$ cat src/rtl/riscv_pkg.sv
// riscv_pkg: shared RV32 definitions used by the EX-stage units.
// Contents: XLEN, the mulctl op encodings (func3[1:0]), and the multiply FSM states.
package riscv_pkg;

   localparam int XLEN = 32;

   typedef enum logic [1:0] {
      MUL_LO  = 2'b00,
      MULH_SS = 2'b01,
      MULH_SU = 2'b10,
      MULH_UU = 2'b11
   } mulctl_e;

   typedef enum logic [1:0] {
      MS_IDLE = 2'b00,
      MS_CALC = 2'b01,
      MS_HOLD = 2'b10
   } mul_state_e;

endpackage

$ cat src/rtl/mul_operand_cond.sv
// mul_operand_cond: combinational sign/magnitude extraction for the multiply operands.
// Ports: mulctl_i (op select), a_i/b_i (rs1/rs2) -> a_mag_o/b_mag_o (|a|,|b|), neg_o (product sign).
module mul_operand_cond
   import riscv_pkg::*;
(
   input  logic [1:0]      mulctl_i,
   input  logic [XLEN-1:0] a_i,
   input  logic [XLEN-1:0] b_i,
   output logic [XLEN-1:0] a_mag_o,
   output logic [XLEN-1:0] b_mag_o,
   output logic            neg_o
);

   logic a_sgn;
   logic b_sgn;

   // An operand only counts as negative when the op treats it as signed.
   always_comb begin
      a_sgn = 1'b0;
      b_sgn = 1'b0;
      case (mulctl_e'(mulctl_i))
         MUL_LO, MULH_SS: begin
            a_sgn = a_i[XLEN-1];
            b_sgn = b_i[XLEN-1];
         end
         MULH_SU: a_sgn = a_i[XLEN-1];
         default: ;
      endcase
   end

   // 0x80000000 negates to itself, which read unsigned is 2^31.
   assign a_mag_o = a_sgn ? -a_i : a_i;
   assign b_mag_o = b_sgn ? -b_i : b_i;
   assign neg_o   = a_sgn ^ b_sgn;

endmodule

$ cat src/rtl/mul_unit.sv
// mul_unit: iterative radix-2 shift-add RV32M multiplier (MUL/MULH/MULHSU/MULHU).
// Ports: clk_i, rst_ni (sync, active-low), mulstart_i (level request), mulctl_i, a_i, b_i;
//        busy_o (in CALC), done_o (1-cycle pulse on entering HOLD), result_o (registered).
// Option: define MUL_EARLY_OUT_EN to leave CALC as soon as the multiplier register is zero.
module mul_unit
   import riscv_pkg::*;
(
   input  logic            clk_i,
   input  logic            rst_ni,
   input  logic            mulstart_i,
   input  logic [1:0]      mulctl_i,
   input  logic [XLEN-1:0] a_i,
   input  logic [XLEN-1:0] b_i,
   output logic            busy_o,
   output logic            done_o,
   output logic [XLEN-1:0] result_o
);

   mul_state_e        state_q, state_d;
   logic [2*XLEN-1:0] acc_q, acc_d;
   logic [2*XLEN-1:0] mcand_q, mcand_d;
   logic [XLEN-1:0]   mplier_q, mplier_d;
   logic [5:0]        cnt_q, cnt_d;
   logic              neg_q, neg_d;
   mulctl_e           ctl_q, ctl_d;
   logic [XLEN-1:0]   result_q, result_d;
   logic              done_q, done_d;

   logic [XLEN-1:0]   a_mag;
   logic [XLEN-1:0]   b_mag;
   logic              neg;
   logic              calc_last;
   logic [2*XLEN-1:0] prod;

   mul_operand_cond u_cond (
      .mulctl_i (mulctl_i),
      .a_i      (a_i),
      .b_i      (b_i),
      .a_mag_o  (a_mag),
      .b_mag_o  (b_mag),
      .neg_o    (neg)
   );

   // Default build spends one extra CALC edge after the 32nd iteration
   // to apply the sign and register the result.
`ifdef MUL_EARLY_OUT_EN
   assign calc_last = (mplier_q == '0);
`else
   assign calc_last = (cnt_q == 6'd32);
`endif

   always_ff @(posedge clk_i) begin
      if (!rst_ni) begin
         state_q  <= MS_IDLE;
         acc_q    <= '0;
         mcand_q  <= '0;
         mplier_q <= '0;
         cnt_q    <= '0;
         neg_q    <= 1'b0;
         ctl_q    <= MUL_LO;
         result_q <= '0;
         done_q   <= 1'b0;
      end else begin
         state_q  <= state_d;
         acc_q    <= acc_d;
         mcand_q  <= mcand_d;
         mplier_q <= mplier_d;
         cnt_q    <= cnt_d;
         neg_q    <= neg_d;
         ctl_q    <= ctl_d;
         result_q <= result_d;
         done_q   <= done_d;
      end
   end

   always_comb begin
      state_d = state_q;
      case (state_q)
         MS_IDLE: if (mulstart_i) state_d = MS_CALC;
         MS_CALC: if (calc_last) state_d = MS_HOLD;
         MS_HOLD: if (!mulstart_i) state_d = MS_IDLE;
         default: state_d = MS_IDLE;
      endcase
   end

   always_comb begin
      acc_d    = acc_q;
      mcand_d  = mcand_q;
      mplier_d = mplier_q;
      cnt_d    = cnt_q;
      neg_d    = neg_q;
      ctl_d    = ctl_q;
      result_d = result_q;
      done_d   = 1'b0;
      prod     = neg_q ? -acc_q : acc_q;
      case (state_q)
         MS_IDLE: begin
            if (mulstart_i) begin
               acc_d    = '0;
               mcand_d  = {{XLEN{1'b0}}, a_mag};
               mplier_d = b_mag;
               cnt_d    = '0;
               neg_d    = neg;
               ctl_d    = mulctl_e'(mulctl_i);
            end
         end
         MS_CALC: begin
            if (calc_last) begin
               result_d = (ctl_q == MUL_LO) ? prod[XLEN-1:0]
                                            : prod[2*XLEN-1:XLEN];
               done_d   = 1'b1;
            end else begin
               if (mplier_q[0]) acc_d = acc_q + mcand_q;
               mcand_d  = mcand_q << 1;
               mplier_d = mplier_q >> 1;
               cnt_d    = cnt_q + 6'd1;
            end
         end
         default: ;
      endcase
   end

   always_comb begin
      busy_o   = (state_q == MS_CALC);
      done_o   = done_q;
      result_o = result_q;
   end

endmodule

$ cat config.mk
export PLATFORM = sky130hd
export DESIGN_NAME = mul_unit
export DESIGN_NICKNAME = d
export VERILOG_FILES = /design/src/rtl/riscv_pkg.sv /design/src/rtl/mul_operand_cond.sv /design/src/rtl/mul_unit.sv
export SDC_FILE = /design/constraint.sdc
export NUM_CORES = 1
export LEC_CHECK = 0
export ABC_AREA = 1
export CAP_MARGIN = 20
export CORE_MARGIN = 3
export CORE_UTILIZATION = 30
export CTS_BUF_LIST = sky130_fd_sc_hd__clkbuf_2
export CTS_CLUSTER_SIZE = 40
export DETAILED_ROUTE_END_ITERATION = 6
export DONT_BUFFER_PORTS = 1
export PLACE_DENSITY = 0.49
export RECOVER_POWER = 50
export SYNTH_ARGS = -nofsm -noshare
export SYNTH_HDL_FRONTEND = slang
export SYNTH_SLANG_ARGS = --single-unit
$ cat constraint.sdc
create_clock -name clk_i -period 5.3 [get_ports clk_i]
set_input_delay 0.53 -clock clk_i [delete_from_list [all_inputs] [get_ports clk_i]]
set_output_delay 0.53 -clock clk_i [all_outputs]
set_load 0.02 [all_outputs]
# --- Yosys cells after proc, flatten, opt, wreduce, memory -nomap -nowiden ---
# Cells that the tools add are included.
totals:
  out_inout_bits: 34
  ff_bits: 204
  input_bits: 69
classes:
  bitwise_logic: 1
  n_eq_ne: 10
  n_mux: 24
  n_reduce_logical: 12
  add_sub_neg: 5
op_table:
  columns: ["operator", "n"]
  rows:
  - ["64-bit 2-to-1 mux", 6]
  - ["64-bit one-hot mux with 2 select lines", 2]
  - ["32-bit 2-to-1 mux", 5]
  - ["64-bit adder", 1]
  - ["32-bit negation", 2]
  - ["64-bit negation", 1]
  - ["32-bit one-hot mux with 2 select lines", 1]
  - ["6-bit 2-to-1 mux", 2]
  - ["6-bit one-hot mux with 2 select lines", 1]
  - ["6-bit by 1-bit adder with 6-bit output, second input constant", 1]
  - ["6-bit equality test, second input constant", 1]
  - ["2-bit zero test", 3]
  - ["2-bit 2-to-1 mux", 3]
  - ["2-bit inequality test, second input constant", 3]
  - ["2-bit one-hot mux with 3 select lines", 1]
  - ["2-bit AND reduction", 3]
  - ["3-bit AND reduction", 2]
  - ["2-bit by 1-bit equality test with 1-bit output, second input constant", 2]
  - ["2-bit equality test, second input constant", 2]
  - ["2-bit by 1-bit inequality test with 1-bit output, second input constant", 2]
  - ["4-bit AND reduction", 1]
  - ["1-bit 2-to-1 mux", 3]
  - ["3-bit OR reduction", 1]
  - ["2-bit nonzero test", 1]
  - ["2 further kinds", 2]

# --- Longest topological paths before layout ---
depth:
  ltp_word: 6
  depth_mapped: 16

# --- By module ---
# Synthesis repeated with hierarchy kept, for this count alone.
hier_totals:
  hier_cells: 3200
  area_unflattened_um2: 17693.2
by_module_without_submodules:
  columns: ["module", "cells_each", "area_each_um2", "n_inst"]
  rows:
  - ["mul_unit", 2783, 15673.8, 1]
  - ["mul_operand_cond", 417, 2019.4, 1]

# --- Least setup slack after synthesis ---
# OpenSTA, ideal clock, no wires.
synth_timing:
  path_type: "register -> register"
  startpoint: "register acc_q[0]"
  endpoint: "register acc_q[60]"
  arrival_ps: 1784
  required_ps: 5168
  stages_incl_launch_ff: 15
  setup_slack_ps: 3383
  path_cell_list: "dfxtp_1 -> ha_1 -> inv_1 -> fa_1 -> nor2_1 -> or2_2 -> nand2_1 -> nand2_1 -> nand2_1 -> nand2_1 -> nand2_1 -> nand2_1 -> nand2_1 -> nand3_1 -> a21oi_1"
synth_between:
  elab_chain_cells: 4
synth_rtl:
  columns: ["item", "line_no", "source"]
  rows:
  - ["start, declared", "mul_unit.sv:20", "logic [2*XLEN-1:0] acc_q, acc_d;"]
  - ["start signal, assigned", "mul_unit.sv:55", "acc_q <= '0;"]
  - ["start signal, assigned", "mul_unit.sv:65", "acc_q <= acc_d;"]
  - ["64-bit adder", "mul_unit.sv:113", "if (mplier_q[0]) acc_d = acc_q + mcand_q;"]
  - ["64-bit 2-to-1 mux", "mul_unit.sv:113", null]
  - ["64-bit 2-to-1 mux", "mul_unit.sv:108", "if (calc_last) begin"]
  - ["64-bit one-hot mux with 2 select lines", "mul_unit.sv:96", "case (state_q)"]
# Every way passes these cells. The select of a mux whose other input is x is not followed.
# A chain may end at the register's enable or synchronous reset.

# --- Final worst setup path ---
layout_timing:
  startpoint: "register state_q[0]"
  endpoint: "register mcand_q[29]"
layout_between:
  elab_chain_cells: 3
  elab_cells_between_ends: 7
  classes_between: "eq/ne: 3; mux: 1; reduce/logical: 3"
layout_rtl:
  columns: ["item", "line_no", "source"]
  rows:
  - ["start, declared", "mul_unit.sv:19", "mul_state_e state_q, state_d;"]
  - ["start signal, assigned", "mul_unit.sv:64", "state_q <= state_d;"]
  - ["2-bit by 1-bit equality test with 1-bit output / 2-bit zero test (equally long branches)", "mul_unit.sv:96", null]
  - ["2-bit inequality test (no line) / 2-bit nonzero test (equally long branches)", null, null]
  - ["3-bit AND reduction (no line)", null, null]
  - ["end signal, assigned", "mul_unit.sv:66", "mcand_q <= mcand_d;"]
  - ["end, declared", "mul_unit.sv:21", "logic [2*XLEN-1:0] mcand_q, mcand_d;"]
# Several ways; a longest one is shown, not always the timed one.

==> run metrics <==
failing checks=capacitance limit; syn avg cell area=5.64 µm²; Initial Utilization=30.4%; routing usage on met1=a little under a third; Post-Route WL=about 69000 µm; Finish-stage setup viols=0; status=finished with violations; HPWL Detailed=about 53000 µm; WS Path Type=flop to flop; Inst Count DP=roughly 3800; vias in the first global route=roughly 18000; combinational power share=20.5%; Data required, critical path=6.26 ns; cts bufs inserted=59; Worst-Margin Slew=1.48 ns; R2R Path Start=state_q[0]$_SDFFE_PN0P_; syn_nets=approximately 3300; antenna-violating nets left=0; Worst-path clk slew=0.09 ns; IO Pins=103; CP startpoint=state_q[0]$_SDFFE_PN0P_; TritonCTS clock tree=done; vias post-DR=19900; Tightest Hold Check Type=input port to flop; clk_lat worst skew=1.07 ns; DRT Pass-1 Iters=6; fin nets=3366; Mapped Cells=3116; Via-to-Cell Ratio=4.93; Die Span X=248 µm; Die Height=248 µm; clock share of power=33.6%; Worst setup SP type=flop; worst r2r dst=mcand_q[29]$_SDFFE_PN0P_; Overall Power=around 3.6 mW; sw power=1.32 mW; Async SR Flop Fraction=0%; crit path DAT=4.50 ns; drc violations=0; maximum VDD drop=0.000129 V; pwr/cell area=~180 nW/µm²; CP Capture Type=flop; worst hold path cell count=7; Main synth FF type=dfxtp_1; die outline area=61600 µm²; Mapped Area=17600 µm²; clock buffer depth=3; EDFF count, synth=0; Hold Crit Start=a_i[19]; Seq/Total Area, Yosys=between 20% and 30%; Max stage delay on crit path=0.55 ns; share of cells above drive strength 1=around 6.3%; Synth cell types=54; warnings from Yosys=0; routability cong.=0.928; row count=88; crit path time final=3.54 ns; post-cts sizing count=0; Slew Limit Fails=0; Worst Path Buf+Inv=6; setup tns final=0 ns; Placement Setup Slack=2.29 ns; number of setup buffers added after CTS=0; Rel. slew slack=1.24%; internal power=~2.3 mW; pin count of the biggest net entering global routing=82; clock sink count=around 200; htree depth=2; met3 Resource Use GR=2.76%; reg2reg path depth=13; fin area=roughly 20000 µm²; family with the most delay on the worst path=buffers and inverters; worst setup margin=roughly 1.8 ns; period utilisation layout=between 60% and 70%; max-cap viol count=1; port buffer count=0; GRT overflow=0; Root Buffer=clkbuf_2; r2r setup slk=1.76 ns; non-filler instance count after layout=4036; endpoints failing hold=0; Sw Share=36.7%; RSZ-0062 raised after global routing=no; synthesis-stage register bit count=between 200 and 250; initial antenna violation count=1; crit-path cells=inv_1, nand2_1, nor2_1, inv_1, nand2_1, buf_4, inv_1, nor2_1, inv_1, nor2_1, o21ai_1, dlygate4sd3_1, nand2_1; synth-to-layout area growth=14.0%; area of the core=roughly 58000 µm²; Post-DP Area=18300 µm²; Fmax=283 MHz; Lkg Pwr=between 10 and 15 nW; final clock skew=0.0739 ns; hold endpoint=mcand_q[20]$_SDFFE_PN0P_; busiest grt layer=met2; first-pass GRT wire length=105000 µm; gr usage total=21.8%; power share of the sequential group=45.9%; DRT iter0 DRCs=1662; GR Util met2=35.4%; routed len/inst=roughly 17 µm; hold_buf cts=124; CP most frequent cell=inv_1; largest fanout on the critical path=31; CP max stage cell=dlygate4sd3_1
-- registers in the layout, summed over array words and instances (netlist names) --
signal	count
acc_q	64
mcand_q	64
mplier_q	32
result_o	32
cnt_q	6
ctl_q	2
state_q	2
done_o	1
neg_q	1
-- tightest hold or removal path, cell delays in order --
cell and delay [ns]:
nor2_1 0.04, inv_1 0.10, nand2_1 0.09, nand2_2 0.07, o21ai_0 0.06, o21ai_0 0.15
nand2_1 0.05
-- cells in the mapped netlist (2+ instances only) --
cell type,number,area (µm²)
nand2_2,18,113
nor3_2,7,70.1
xnor2_1,9,78.8
a31oi_1,13,81.3
nand3_2,6,60.1
xor2_1,18,158
dfxtp_1,204,4080
buf_1,8,30.0
nand3b_1,13,97.6
o31ai_1,2,15.0
o21ai_0,168,841
o21ai_2,5,43.8
a21oi_1,251,1260
buf_2,29,145
inv_1,488,1830
nand3_1,222,1110
nand4_1,52,325
clkbuf_1,47,176
nor2_1,266,998
nor3_1,41,205
o21ai_1,23,115
a21oi_2,3,26.3
nand2_4,2,22.5
o211ai_1,6,45.0
buf_4,3,22.5
o2111ai_1,14,123
nand2_1,1005,3770
o22ai_1,32,200
ha_1,68,851
or2_2,12,75.1
inv_2,23,86.3
nor2_2,21,131
o21ai_4,2,32.5
o21bai_1,6,45.0
or2_1,2,12.5
nor2_4,8,90.1
nor3_4,2,32.5
-- cells in the final DEF, fill, tap and decap left out, drive strengths merged, types with 52 or more instances in the layout --
cell         count
a21oi          254
clkbuf          80
dfxtp          204
dlygate4sd3    123
ha              68
inv            513
nand2         1025
nand3          229
nand4           52
nor2           295
o21ai          198
-- power by group through the flow --
stage | clock [mW] | sequential, mW | combinational [mW]
final | 1.21 | 1.66 | 0.739
after global routing | 1.34 | 1.66 | 0.820
after CTS | 1.27 | 1.66 | 0.733
after detailed placement | 0 | 1.69 | 0.613
after global placement | 0 | 1.69 | 0.615
after floorplan | 0 | 1.66 | 0.475
-- per-layer routing --
layer | vias up | wire [µm]
li1 | 10200 | -
met4 | 0 | 1650
met1 | 9014 | 32600
met3 | 90 | 3540
met2 | 553 | 31200
met5 | - | 0
-- kinds of logic (layout without fill, tap and decap cells) --
group	count (synthesis)	in the layout	synth area share (%)
buf+inv	600	754	13.1
xor+xnor	27	27	1.34
other cells	0	1	0
fa+ha+maj	69	69	4.95
flops	204	204	23.2
compound gates	528	528	16.2
simple gates	1687	1687	41.1
mux	1	1	0.0569
-- worst max path at each step --
| stage | slack [ns] | end | depth (start not counted) |
|---|---|---|---|
| floorplan | 3.38 | acc_q[60]$_SDFFE_PN0P_ | 14 |
| global placement | 2.38 | mcand_q[63]$_SDFFE_PN0P_ | 9 |
| detailed placement | 2.29 | mcand_q[59]$_SDFFE_PN0P_ | 9 |
| CTS | 2.24 | mcand_q[55]$_SDFFE_PN0P_ | 10 |
| global route | 1.32 | mcand_q[29]$_SDFFE_PN0P_ | 13 |
| finish | 1.76 | mcand_q[29]$_SDFFE_PN0P_ | 13 |
-- final cells by class --
class | count | area (µm²)
Sequential cell | 204 | 4080
Multi-Input combinational cell | 2312 | 11200
Clock buffer | 80 | 400
Antenna cell | 1 | 2.50
Timing Repair Buffer | 139 | 1400
Clock inverter | 23 | 109
Fill cell | 6662 | 37800
Tap cell | 765 | 957
Inverter | 512 | 1920
-- through the flow --
| stage | util (%) | hold slack, ns |
|---|---|---|
| 2_1_floorplan | - | 0.418 |
| 3_3_place_gp | 31.6 | 0.437 |
| 3_5_place_dp | 31.6 | 0.435 |
| 4_1_cts | 34.7 | 0.00184 |
| 5_1_grt | 34.7 | 0.0950 |
| 6_report | 34.7 | 0.122 |
Power figures use the tool's default switching activity.
